**src/rtl/mdu_pkg.sv**
```systemverilog
// Shared encodings for the iterative multiply/divide unit (mul_div_unit).
package mdu_pkg;

  typedef enum logic [2:0] {
    OP_MULT  = 3'b000,
    OP_MULTU = 3'b001,
    OP_DIV   = 3'b010,
    OP_DIVU  = 3'b011,
    OP_MTHI  = 3'b100,
    OP_MTLO  = 3'b101
  } op_e;

  typedef enum logic [1:0] {
    ST_IDLE   = 2'd0,
    ST_CALC   = 2'd1,
    ST_FINISH = 2'd2
  } state_e;

  // Iteration counter must hold 0..WIDTH.
  function automatic int cnt_width(input int w);
    return $clog2(w + 1);
  endfunction

endpackage

```
**src/rtl/mdu_sign_fix.sv**
```systemverilog
// Converts the unsigned magnitude result of a multiply or divide into the signed HI/LO pair.
module mdu_sign_fix #(
  parameter int WIDTH = 32
) (
  input  logic [WIDTH-1:0] mag_hi_i,
  input  logic [WIDTH-1:0] mag_lo_i,
  input  logic             mul_i,
  input  logic             neg_p_i,
  input  logic             neg_r_i,
  output logic [WIDTH-1:0] hi_o,
  output logic [WIDTH-1:0] lo_o
);

  logic [2*WIDTH-1:0] prod_mag;
  logic [2*WIDTH-1:0] prod_neg;

  assign prod_mag = {mag_hi_i, mag_lo_i};
  assign prod_neg = -prod_mag;

  // Multiply negates the full double-width product; divide fixes quotient and remainder separately.
  always_comb begin
    hi_o = mag_hi_i;
    lo_o = mag_lo_i;
    if (mul_i) begin
      {hi_o, lo_o} = neg_p_i ? prod_neg : prod_mag;
    end else begin
      hi_o = neg_r_i ? -mag_hi_i : mag_hi_i;
      lo_o = neg_p_i ? -mag_lo_i : mag_lo_i;
    end
  end

endmodule

```
**src/rtl/mul_div_unit.sv**
```systemverilog
// Radix-2 iterative MULT/MULTU/DIV/DIVU engine owning HI/LO; MTHI/MTLO complete in one cycle.
// Optional MDU_DIV0_EN: divide-by-zero short-cuts to FINISH and raises the sticky div0 output.
module mul_div_unit
  import mdu_pkg::*;
#(
  parameter int WIDTH = 32
) (
  input  logic             clock,
  input  logic             reset,
  input  logic             start,
  input  logic [2:0]       op,
  input  logic [WIDTH-1:0] a,
  input  logic [WIDTH-1:0] b,
  input  logic             flush,
  output logic             busy,
  output logic             done,
  output logic [WIDTH-1:0] hi,
  output logic [WIDTH-1:0] lo
`ifdef MDU_DIV0_EN
  ,
  output logic             div0
`endif
);

  localparam int CW = cnt_width(WIDTH);
  localparam int W2 = 2 * WIDTH;

  state_e           state_q, state_d;
  logic [CW-1:0]    cnt_q, cnt_d;
  logic [W2-1:0]    acc_q, acc_d;
  logic [WIDTH-1:0] opnd_q, opnd_d;
  logic [WIDTH-1:0] hi_q, hi_d, lo_q, lo_d;
  logic             mul_q, mul_d;
  logic             neg_p_q, neg_p_d;
  logic             neg_r_q, neg_r_d;
  logic             done_q, done_d;
`ifdef MDU_DIV0_EN
  logic             dz_q, dz_d;
  logic             div0_q, div0_d;
`endif

  logic             sgn_op, a_neg, b_neg;
  logic [WIDTH-1:0] a_mag, b_mag;
  logic [WIDTH:0]   mul_sum, div_shift, div_diff;
  logic [W2-1:0]    mul_next, div_next;
  logic [WIDTH-1:0] fix_hi, fix_lo;

  assign sgn_op = ~op[0];
  assign a_neg  = sgn_op & a[WIDTH-1];
  assign b_neg  = sgn_op & b[WIDTH-1];
  assign a_mag  = a_neg ? -a : a;
  assign b_mag  = b_neg ? -b : b;

  // Multiply: acc = {partial, multiplier}; add multiplicand to upper half on LSB, then shift right.
  assign mul_sum  = {1'b0, acc_q[W2-1:WIDTH]} + (acc_q[0] ? {1'b0, opnd_q} : {(WIDTH+1){1'b0}});
  assign mul_next = {mul_sum, acc_q[WIDTH-1:1]};

  // Divide: acc = {remainder, quotient}; shift left, trial-subtract, restore on borrow.
  assign div_shift = {acc_q[W2-1:WIDTH], acc_q[WIDTH-1]};
  assign div_diff  = div_shift - {1'b0, opnd_q};
  assign div_next  = div_diff[WIDTH] ? {div_shift[WIDTH-1:0], acc_q[WIDTH-2:0], 1'b0}
                                     : {div_diff[WIDTH-1:0], acc_q[WIDTH-2:0], 1'b1};

  mdu_sign_fix #(.WIDTH(WIDTH)) u_sign_fix (
    .mag_hi_i (acc_q[W2-1:WIDTH]),
    .mag_lo_i (acc_q[WIDTH-1:0]),
    .mul_i    (mul_q),
    .neg_p_i  (neg_p_q),
    .neg_r_i  (neg_r_q),
    .hi_o     (fix_hi),
    .lo_o     (fix_lo)
  );

  always_comb begin
    state_d = state_q;
    cnt_d   = cnt_q;
    acc_d   = acc_q;
    opnd_d  = opnd_q;
    hi_d    = hi_q;
    lo_d    = lo_q;
    mul_d   = mul_q;
    neg_p_d = neg_p_q;
    neg_r_d = neg_r_q;
    done_d  = 1'b0;
`ifdef MDU_DIV0_EN
    dz_d    = dz_q;
    div0_d  = div0_q;
`endif
    case (state_q)
      ST_IDLE: begin
        if (start) begin
          case (op)
            OP_MULT, OP_MULTU, OP_DIV, OP_DIVU: begin
              state_d = ST_CALC;
              cnt_d   = '0;
              mul_d   = ~op[1];
              opnd_d  = op[1] ? b_mag : a_mag;
              acc_d   = op[1] ? {{WIDTH{1'b0}}, a_mag} : {{WIDTH{1'b0}}, b_mag};
              neg_p_d = a_neg ^ b_neg;
              neg_r_d = a_neg;
`ifdef MDU_DIV0_EN
              div0_d = 1'b0;
              dz_d   = op[1] && (b == '0);
              if (op[1] && (b == '0)) state_d = ST_FINISH;
`endif
            end
            OP_MTHI: begin
              hi_d = a;
`ifdef MDU_DIV0_EN
              div0_d = 1'b0;
`endif
            end
            OP_MTLO: begin
              lo_d = a;
`ifdef MDU_DIV0_EN
              div0_d = 1'b0;
`endif
            end
            default: ;
          endcase
        end
      end
      ST_CALC: begin
        if (flush) begin
          state_d = ST_IDLE;
        end else begin
          acc_d = mul_q ? mul_next : div_next;
          cnt_d = cnt_q + CW'(1);
          if (cnt_q == CW'(WIDTH - 1)) state_d = ST_FINISH;
        end
      end
      ST_FINISH: begin
        state_d = ST_IDLE;
        if (!flush) begin
          done_d = 1'b1;
`ifdef MDU_DIV0_EN
          if (dz_q) begin
            div0_d = 1'b1;
          end else begin
            hi_d = fix_hi;
            lo_d = fix_lo;
          end
`else
          hi_d = fix_hi;
          lo_d = fix_lo;
`endif
        end
      end
      default: state_d = ST_IDLE;
    endcase
  end

  always_ff @(posedge clock or negedge reset) begin
    if (!reset) begin
      state_q <= ST_IDLE;
      cnt_q   <= '0;
      acc_q   <= '0;
      opnd_q  <= '0;
      hi_q    <= '0;
      lo_q    <= '0;
      mul_q   <= 1'b0;
      neg_p_q <= 1'b0;
      neg_r_q <= 1'b0;
      done_q  <= 1'b0;
`ifdef MDU_DIV0_EN
      dz_q    <= 1'b0;
      div0_q  <= 1'b0;
`endif
    end else begin
      state_q <= state_d;
      cnt_q   <= cnt_d;
      acc_q   <= acc_d;
      opnd_q  <= opnd_d;
      hi_q    <= hi_d;
      lo_q    <= lo_d;
      mul_q   <= mul_d;
      neg_p_q <= neg_p_d;
      neg_r_q <= neg_r_d;
      done_q  <= done_d;
`ifdef MDU_DIV0_EN
      dz_q    <= dz_d;
      div0_q  <= div0_d;
`endif
    end
  end

  assign busy = (state_q != ST_IDLE);
  assign done = done_q;
  assign hi   = hi_q;
  assign lo   = lo_q;
`ifdef MDU_DIV0_EN
  assign div0 = div0_q;
`endif

endmodule

```
**config.mk**
```make
export PLATFORM = sky130hd
export DESIGN_NAME = mul_div_unit
export DESIGN_NICKNAME = d
export VERILOG_FILES = /design/src/rtl/mdu_pkg.sv /design/src/rtl/mdu_sign_fix.sv /design/src/rtl/mul_div_unit.sv
export SDC_FILE = /design/constraint.sdc
export NUM_CORES = 1
export LEC_CHECK = 0
export BUFFER_PORTS_ARGS = -buffer_cell sky130_fd_sc_hd__buf_2
export CORE_MARGIN = 5
export CORE_UTILIZATION = 55
export DETAILED_ROUTE_END_ITERATION = 6
export MAX_ROUTING_LAYER = met4
export PLACE_DENSITY = 0.73
export SYNTH_ARGS = -nofsm -noshare
export SYNTH_HDL_FRONTEND = slang
export SYNTH_SLANG_ARGS = --single-unit
```
**constraint.sdc**
```tcl
create_clock -name clock -period 3.8 [get_ports clock]
set_input_delay 0.19 -clock clock [delete_from_list [all_inputs] [get_ports clock]]
set_output_delay 0.19 -clock clock [all_outputs]
set_load 0.05 [all_outputs]
```
# ---- After elaboration in Yosys (flattened, before gate mapping)
# Cells that the tools add are included.
dict set report op_classes {
  eq_ne 15
  n_addsub 8
  n_reduce_logical 11
  mux 35
  n_bitwise 5
}
# cell n
set op_table {}
lappend op_table {{2-to-1 mux 32 bit} 15}
lappend op_table {{2-to-1 mux 64 bit} 6}
lappend op_table {{negator 32 bit} 4}
lappend op_table {{one-hot mux 32 bit (2 select lines)} 2}
lappend op_table {{one-hot mux 64 bit (2 select lines)} 1}
lappend op_table {{negator 64 bit} 1}
lappend op_table {{adder 32 x 32 -> 33 bit} 1}
lappend op_table {{subtractor 33 x 32 -> 33 bit} 1}
lappend op_table {{2-to-1 mux 6 bit} 3}
lappend op_table {{one-hot mux 6 bit (2 select lines)} 1}
lappend op_table {{AND reduction 4 bit} 3}
lappend op_table {{2-to-1 mux 2 bit} 4}
lappend op_table {{adder 6 x 1 -> 6 bit, second input constant} 1}
lappend op_table {{== test 3 x 2 -> 1 bit, second input constant} 2}
lappend op_table {{== test 3 bit, second input constant} 2}
lappend op_table {{== test 6 x 5 -> 1 bit, second input constant} 1}
lappend op_table {{inequality test 2 x 1 -> 1 bit, second input constant} 3}
lappend op_table {{inequality test 2 bit, second input constant} 3}
lappend op_table {{AND reduction 3 bit} 2}
lappend op_table {{nonzero test 2 bit} 3}
lappend op_table {{one-hot mux 2 bit (2 select lines)} 1}
lappend op_table {{OR reduction 4 bit} 1}
lappend op_table {{== test 3 x 1 -> 1 bit, second input constant} 1}
lappend op_table {{logical NOT 3 bit} 1}
lappend op_table {{other kinds (8)} 11}
dict set report word_totals {
  reg_bits 172
  in_bits 71
  output_inout_bits 66
  wordCells 84
}

# ---- Depth between registers and ports, before layout
# Gate-level depths: netlist (run 1).
dict set report depth {
  word_depth 7
  mapped_depth 15
  depth_no_buf 13
}

# ---- Modules after synthesis
# Synthesis (run 1) repeated with hierarchy kept, for this count alone.
dict set report hier_totals {
  hier_cells 1899
  hier_area_um2 15036.9
}
# module area_per_inst_um2 cells_per_inst n_inst
set modules_own_cells {}
lappend modules_own_cells {mul_div_unit 13474.2 1664 1}
lappend modules_own_cells {mdu_sign_fix 1562.7 235 1}

# ---- Worst setup path after synthesis (run 1)
# Ideal clock, no wire load.
dict set report synth_path {
  path_kind {reg-to-reg}
  startpoint {register acc_q[32]}
  endpoint {register acc_q[44]}
  t_required_ns 3.705
  setup_slack_ns 0.459
  n_path_buf 2
  path_stages_with_launch 14
  arrival_ns 3.246
  cell_sequence {dfrtp_1 -> clkbuf_1 -> inv_1 -> fa_1 -> nor2b_1 -> o2111ai_1 -> a31oi_1 -> a2111oi_4 -> nor3b_1 -> or4_1 -> nand4_1 -> buf_6 -> mux2_2 -> o31ai_1}
}
dict set report synth_via {
  elab_chain_len 5
}
# item line
set synth_rtl {}
lappend synth_rtl {{start: declaration} mul_div_unit.sv:30} ;# logic [W2-1:0] acc_q, acc_d;
lappend synth_rtl {{start signal: assignment} mul_div_unit.sv:157} ;# acc_q <= '0;
lappend synth_rtl {{start signal: assignment} mul_div_unit.sv:172} ;# acc_q <= acc_d;
lappend synth_rtl {{subtractor 33 x 32 -> 33 bit} mul_div_unit.sv:60} ;# assign div_diff = div_shift - {1'b0, opnd_q};
lappend synth_rtl {{2-to-1 mux 64 bit} mul_div_unit.sv:61} ;# assign div_next = div_diff[WIDTH] ? {div_shift[WIDTH-1:0], acc_q[WIDTH-2:0], 1'b0}
lappend synth_rtl {{2-to-1 mux 64 bit *} mul_div_unit.sv:127} ;# acc_d = mul_q ? mul_next : div_next;
lappend synth_rtl {{2-to-1 mux 64 bit *} mul_div_unit.sv:124} ;# if (flush) begin
lappend synth_rtl {{one-hot mux 64 bit (2 select lines) *} mul_div_unit.sv:89} ;# case (state_q)
# Mark *: on every way between the ends. The rest lies on a longest branch, timed or not. The select of a mux whose other input is x is not followed.
# A chain may end at the register's enable or synchronous reset.

# ---- Final worst setup path (run 1)
dict set report layout_path {
  startpoint {register acc_q[31]}
  endpoint {register acc_q[58]}
}
dict set report layout_via {
  elab_chain_len 5
}
# item line
set layout_rtl {}
lappend layout_rtl {{subtractor 33 x 32 -> 33 bit} mul_div_unit.sv:60}
lappend layout_rtl {{2-to-1 mux 64 bit} mul_div_unit.sv:61}
lappend layout_rtl {{2-to-1 mux 64 bit} mul_div_unit.sv:127}
lappend layout_rtl {{2-to-1 mux 64 bit} mul_div_unit.sv:124}
lappend layout_rtl {{one-hot mux 64 bit (2 select lines)} mul_div_unit.sv:89}
# Every way passes these cells. The select of a mux whose other input is x is not followed.

==> results of run 1 <==
-- state kept, by name, indices dropped and copies added (netlist names) --
name     count
lo          32
state_q      2
acc_q       64
hi          32
neg_p_q      1
neg_r_q      1
cnt_q        6
done         1
opnd_q      32
mul_q        1
-- cells in the mapped netlist, drive strengths merged, types with 6 or more instances --
cell type and n:
a221oi 8, xor2 69, buf 19, o21bai 8, o41ai 13, a31oi 19
mux2i 72, a211oi 18, clkbuf 95, o211ai 17, a21oi 192, nor3 47
nor2b 15, nand3 27, xnor2 103, ha 69, dfrtp 172, and3 7
a21boi 10, o21ai 173, and2 9, o21a 13, nand2 192, a22oi 17
inv 64, nor3b 6, a21o 29, or3 22, nand4 9, o31ai 41
mux2 10, or2 6, nor4 20, or4 14, nand2b 17, nor2 241
-- how the worst max path moves through the flow --
stage                         start   endpoint  slack [ns]
after global placement    acc_q[31]  acc_q[44]        0.27
final                     acc_q[31]  acc_q[58]        0.19
after global routing      acc_q[31]  acc_q[44]       -0.03
after floorplan           acc_q[32]  acc_q[44]        0.46
after CTS                 acc_q[31]  acc_q[44]        0.18
after detailed placement  acc_q[31]  acc_q[46]        0.21
-- power by group --
group / internal [uW] / switching (uW)
Clock: 945 / 918
Combinational: 2440 / 4320
Sequential: 2330 / 590
-- tightest hold or removal path, stage by stage --
cell	delay, ns
buf_2	0.15
a21oi_1	0.12
o21ai_0	0.07
-- repair_timing --
item / in CTS / in global routing
setup endpoints to repair: 0 / 10
hold buffers: 1 / 0
endpoints found under the hold margin: 81 / 0
resized for setup: 0 / 3
buffers inserted: 0 / 0
-- logic make-up (layout without fill, tap and decap cells) --
group           count (synthesis)  count (layout)
mux                            82              82
xor+xnor                      172             172
fa+ha+maj                      71              71
flops                         172             172
compound gates                598             598
simple gates                  646             646
buf+inv                       178             287
other cells                     0               2
-- cell usage in the layout, fill, tap and decap left out, types with 19 or more instances in the layout --
cell     count
nor2_1     239
nand2_1    192
buf_2      135
ha_1        69
nor3_1      47
nor4_1      19
xor2_1      69
or3_1       22
o31ai_1     41
nand3_1     27
a21oi_1    192
dfrtp_1    171
buf_4       50
inv_1       63
xnor2_1    103
o21ai_1     23
mux2i_1     72
a21o_1      29
o21ai_0    148
-- through the flow --
step / area (um^2) / setup WS, ns / hold WS [ns]
6_report: 16600 / 0.190 / 0.131
2_1_floorplan: 14800 / 0.459 / -0.106
5_1_grt: 16600 / -0.0305 / 0.134
3_3_place_gp: 16000 / 0.269 / 0.277
4_1_cts: 16600 / 0.178 / 0.110
3_5_place_dp: 16000 / 0.207 / 0.285
-- routing by layer --
metal	share of wire [%]	global-route usage [%]	up-vias
li1	-	-	7051
met1	44	50.0	7251
met2	42	49.0	802
met3	9.8	6.18	115
met4	4.4	14.5	0
met5	0	-	-
-- layout make-up --
class                           count  area share, %
Inverter                           64           1.45
Clock buffer                       17           2.56
Timing Repair Buffer              191           6.96
Tap cell                          341           2.57
Antenna cell                        2         0.0301
Clock inverter                     15           1.08
Multi-Input combinational cell   1569           59.5
Sequential cell                   172           25.9
==> impl_metrics.csv, run 1 <==
group,metric,value,unit
status,status,"finished, final reports clean",
cts,htreeDepth,4,
hold_path,holdPathEnd,"lo[13]",
synthesis,ys_ff_latch,172,
grt,grt_pass1_vias,13900,
cts,cts_sinks,172,
finish,multi_input_area,9880,um^2
synthesis,ys_warn_count,0,
worst_setup_path,cp_num_cells,13,
cts,cts-root-buf,"clkbuf_16",
floorplanning,fp.dieH,174,um
synthesis,ys_top_cells_by_area,"dfrtp_1 29%, a21oi_1 6.5%, nor2_1 6.1%",
synthesis,syn-cell-area,14800,um^2
placement,dp.cells,2335,
synthesis,async_reset_ff_share,100,%
cts,clock_latency,0.45,ns
finish,stdcell_count,2371,
floorplanning,die_w,174,um
synthesis,syn_inst,1919,
floorplanning,num_rows,60,
finish,syn2layout_area_growth,12.0,%
hold_path,hp-start,"a[13]",
worst_setup_path,timing.rr.start,"acc_q[31]",
pwr,p_total,11500,uW
worst_setup_path,ff2ff_path_depth,13,
worst_setup_path,crit_chain,"inv_1, ha_1, fa_1, nor2b_1, o2111ai_2, a31oi_2, a2111oi_4, nor3b_2, or4_1, nand4_1, clkbuf_16, or3_1, a32o_1",
synthesis,synth_compound_area_share,24.7,%
cts,clkTransAtPathRegs,0.08,ns
timing,post-route-period-util,95.0,%
cts,cts_buffers,17,
worst_setup_path,worstPathRequired,4.13,ns
synthesis,synth_area_per_cell,7.73,um^2
detailed_routing,vias_per_cell,6.42,
floorplanning,die_area,30400,um^2
pwr,ir_worst_vdd,0.329,mV
synthesis,synth-edff-count,0,
worst_setup_path,worstSetupEndpointType,"register",
floorplanning,start_util,55.5,%
synthesis,netlist.area_leader.share,29.0,%
synthesis,syn_nets,2061,
hold_path,worstHoldPathType,"in -> reg",
hold_path,whs_path_depth,3,
finish,ff_latch_area,4310,um^2
pwr,powerDensity,695,nW/um^2
worst_setup_path,cp_slowest_cell,"fa_1",
worst_setup_path,crit_type,"reg -> reg",
worst_setup_path,r2r_setup_slack,0.19,ns
pwr,p_leak,0.00753,uW
timing,finalClockSkew,0.0162,ns
detailed_routing,vias,15200,
detailed_routing,routed_wl,53.3,mm
detailed_routing,avgRoutedWirePerCell,22.5,um
cts,clk_path_buf_depth,2,
synthesis,yosys.area_share.simple,19.7,%
worst_setup_path,start_kind,"register",
run,max-cap-violations,0,
timing,slew_headroom,25.6,%
timing,final_hold_viol_count,0,
finish,final_util,62.2,%
synthesis,synth_cell_types,68,
floorplanning,core,26700,um^2
finish,fill_cells,2454,
timing,drv_slew,0,
synthesis,synth_top_family_by_area,"compound AO/OA/AOI/OAI gates",
placement,hpwl,41.0,mm
grt,antenna_found_initial,2,
finish,nNetsFinal,2157,
worst_setup_path,worst-path-max-fanout,17,
grt,grt_max_degree,84,
grt,grt_pass1_wl,80.9,mm
synthesis,synthXorXnorAreaFrac,10.2,%
synthesis,synth_mux_area_share,5.61,%
timing,setup_violations,0,
timing,worst_pin_slew,1.12,ns
placement,io_buffers,136,
worst_setup_path,cpLargestDelayFamily,"simple AND/OR/NAND/NOR gates",
detailed_routing,drtIter0Drc,1703,
detailed_routing,drc,0,
finish,drive_above_1_share,12.6,%
worst_setup_path,cp_num_buf_inv,2,
worst_setup_path,critical_path.reg2reg.endpoint,"acc_q[58]",
detailed_routing,antenna_left,0,
detailed_routing,firstDrtPassIters,6,
worst_setup_path,max_stage_delay,0.41,ns
timing,layout_min_cycle_time,3.61,ns
synthesis,synthFlopType,"dfrtp_1",
synthesis,yosys.area.top_type,"dfrtp_1",
synthesis,synth_fa_ha_area_share,6.09,%
worst_setup_path,worst_ep_arrival_time,3.94,ns
grt,grt-ovfl-total,0,
grt,grtUsageTotal,35.0,%
cts,cts_tree,"built",
floorplanning,io_pins,137,
synthesis,ys_seq_area_share,29.0,%
timing,timing.fmax,277,MHz
placement,place_congestion,0.977,
timing,tns,0,ns
(Power assumes the default switching activity.)
==> inputs of run 2 (changes only) <==
- CORE_MARGIN: 5 -> 1
==> run 2 against run 1 <==
  * The run now ends with DRC left
  * Worst setup slack got worse by 0.011 ns
  * Highest routed layer unchanged
  * Combinational power increased by 2%
  * Count of clock-buffer cells in the layout increased by 3
  * Via count increased by 0.52%
  * Global-route usage increased by 4.6 points
  * First-iteration DRC count increased by 26%
==> impl_metrics.csv, run 2 (synthesis gave the netlist of run 1 again) <==
group,metric,value,unit
cts,clkTransAtPathRegs,0.08,ns
finish,drive_above_1_share,12.7,%
finish,top_register,"acc_q",
floorplanning,io_pins,137,
cts,clk_path_buf_depth,2,
placement,io_buffers,136,
timing,timing.fmax,276,MHz
finish,diodes,0,
timing,setup_violations,0,
worst_setup_path,worstPathRequired,4.10,ns
detailed_routing,routed_wl,53.8,mm
detailed_routing,drc,15,
floorplanning,num_rows,59,
cts,cts_buffers,17,
floorplanning,start_util,56.5,%
detailed_routing,avgRoutedWirePerCell,22.7,um
grt,grt-ovfl-total,0,
floorplanning,die_w,166,um
cts,cts-root-buf,"clkbuf_16",
run,max-cap-violations,0,
finish,stdcell_count,2367,
status,violations,"DRC",
grt,grt_pass1_wl,81.4,mm
finish,final_common_cell,"nor2_1",
grt,grtUsageTotal,39.7,%
placement,dp.cells,2334,
cts,cts_sinks,172,
timing,drv_slew,0,
floorplanning,core,26300,um^2
pwr,ir_worst_vdd,0.348,mV
grt,grt_pass1_vias,13800,
timing,slew_headroom,25.0,%
detailed_routing,vias,15300,
finish,syn2layout_area_growth,12.2,%
timing,post-route-period-util,95.3,%
timing,layout_min_cycle_time,3.62,ns
grt,antenna_found_initial,0,
cts,cts_tree,"built",
cts,htreeDepth,4,
finish,nNetsFinal,2161,
worst_setup_path,crit_type,"reg -> reg",
detailed_routing,vias_per_cell,6.46,
worst_setup_path,r2r_setup_slack,0.18,ns
grt,grt_max_degree,77,
pwr,powerDensity,707,nW/um^2
floorplanning,fp.dieH,166,um
timing,finalClockSkew,0.0172,ns
timing,rsz0062_at_grt,"false",
finish,largest_reg_flops,64,
placement,place_congestion,1.07,
worst_setup_path,worst_ep_arrival_time,3.92,ns
pwr,p_leak,0.00755,uW
worst_setup_path,worstSetupEndpointType,"register",
timing,worst_pin_slew,1.12,ns
cts,cts_setup_buffers,0,
timing,final_hold_viol_count,0,
detailed_routing,antenna_left,0,
placement,hpwl,41.1,mm
hold_path,worstHoldPathType,"in -> reg",
worst_setup_path,worst-path-max-fanout,29,
timing,tns,0,ns
status,status,"finished, violations left",
worst_setup_path,start_kind,"register",
cts,clock_latency,0.45,ns
detailed_routing,drtIter0Drc,2141,
finish,final_cell_mix,"238 x nor2_1, 192 x nand2_1, 192 x a21oi_1, 170 x dfrtp_1, 148 x o21ai_0",
detailed_routing,firstDrtPassIters,7,
floorplanning,die_area,27600,um^2
run 2: area by class of cell:
class                      instances  area, um^2
multi-input combinational       1569        9880
fill                            2396        9630
sequential                       172        4310
timing repair buffer             195        1170
clock buffer                      20         457
tap                              335         419
inverter                          64         240
clock inverter                    12         178
run 2: per-stage QoR:
step / util, % / instance area [um^2] / total power [uW] / hold WS [ns] / setup slack (ns)
floorplan: - / 14800 / 7600 / -0.106 / 0.459
global placement: 60.9 / 16000 / 9520 / 0.257 / 0.285
detailed placement: 60.9 / 16000 / 9600 / 0.257 / 0.205
CTS: 63.3 / 16600 / 11600 / 0.102 / 0.199
global route: 63.3 / 16600 / 12400 / 0.114 / 0.00107
finish: 63.3 / 16600 / 11800 / 0.122 / 0.178
run 2: metal layers:
layer	global-route usage, %	wire length [um]
met1	57.6	23400
met4	12.4	1600
met2	54.7	22000
met3	8.25	6750
met5	-	0
run 2: report_power, final:
group | switching [uW] | internal [uW] | leakage (uW)
combinational | 4440 | 2470 | 0.00511
clock | 875 | 1090 | 0.000306
sequential | 561 | 2330 | 0.00213
run 2: path summary, 6_finish.rpt:
check / depth (start not counted) / startpoint / endpoint
max reg2reg: 14 / acc_q[31] / acc_q[41]
min in group asynchronous: 2 / reset / acc_q[57]
max in group asynchronous: 3 / reset / acc_q[0]
min reg2reg: 2 / lo[4] / lo[4]
min: 3 / a[26] / hi[26]
max: 14 / acc_q[31] / acc_q[41]
run 2: timing repair:
action                                 4_1_cts  5_1_grt
setup endpoints to repair                    0        2
endpoints found under the hold margin       70        0
hold buffers                                 1        0
resized for setup                            0        2
run 2: worst max-delay path, stage by stage (launching register included):
cell	delay, ns
dfrtp_1	0.39
inv_1	0.15
ha_1	0.21
fa_1	0.23
nor2b_1	0.08
o2111ai_1	0.26
a31oi_2	0.19
a2111oi_4	0.43
nor3b_1	0.13
or4_1	0.48
nand4_1	0.15
buf_12	0.23
buf_4	0.21
mux2i_1	0.20
o221ai_1	0.12
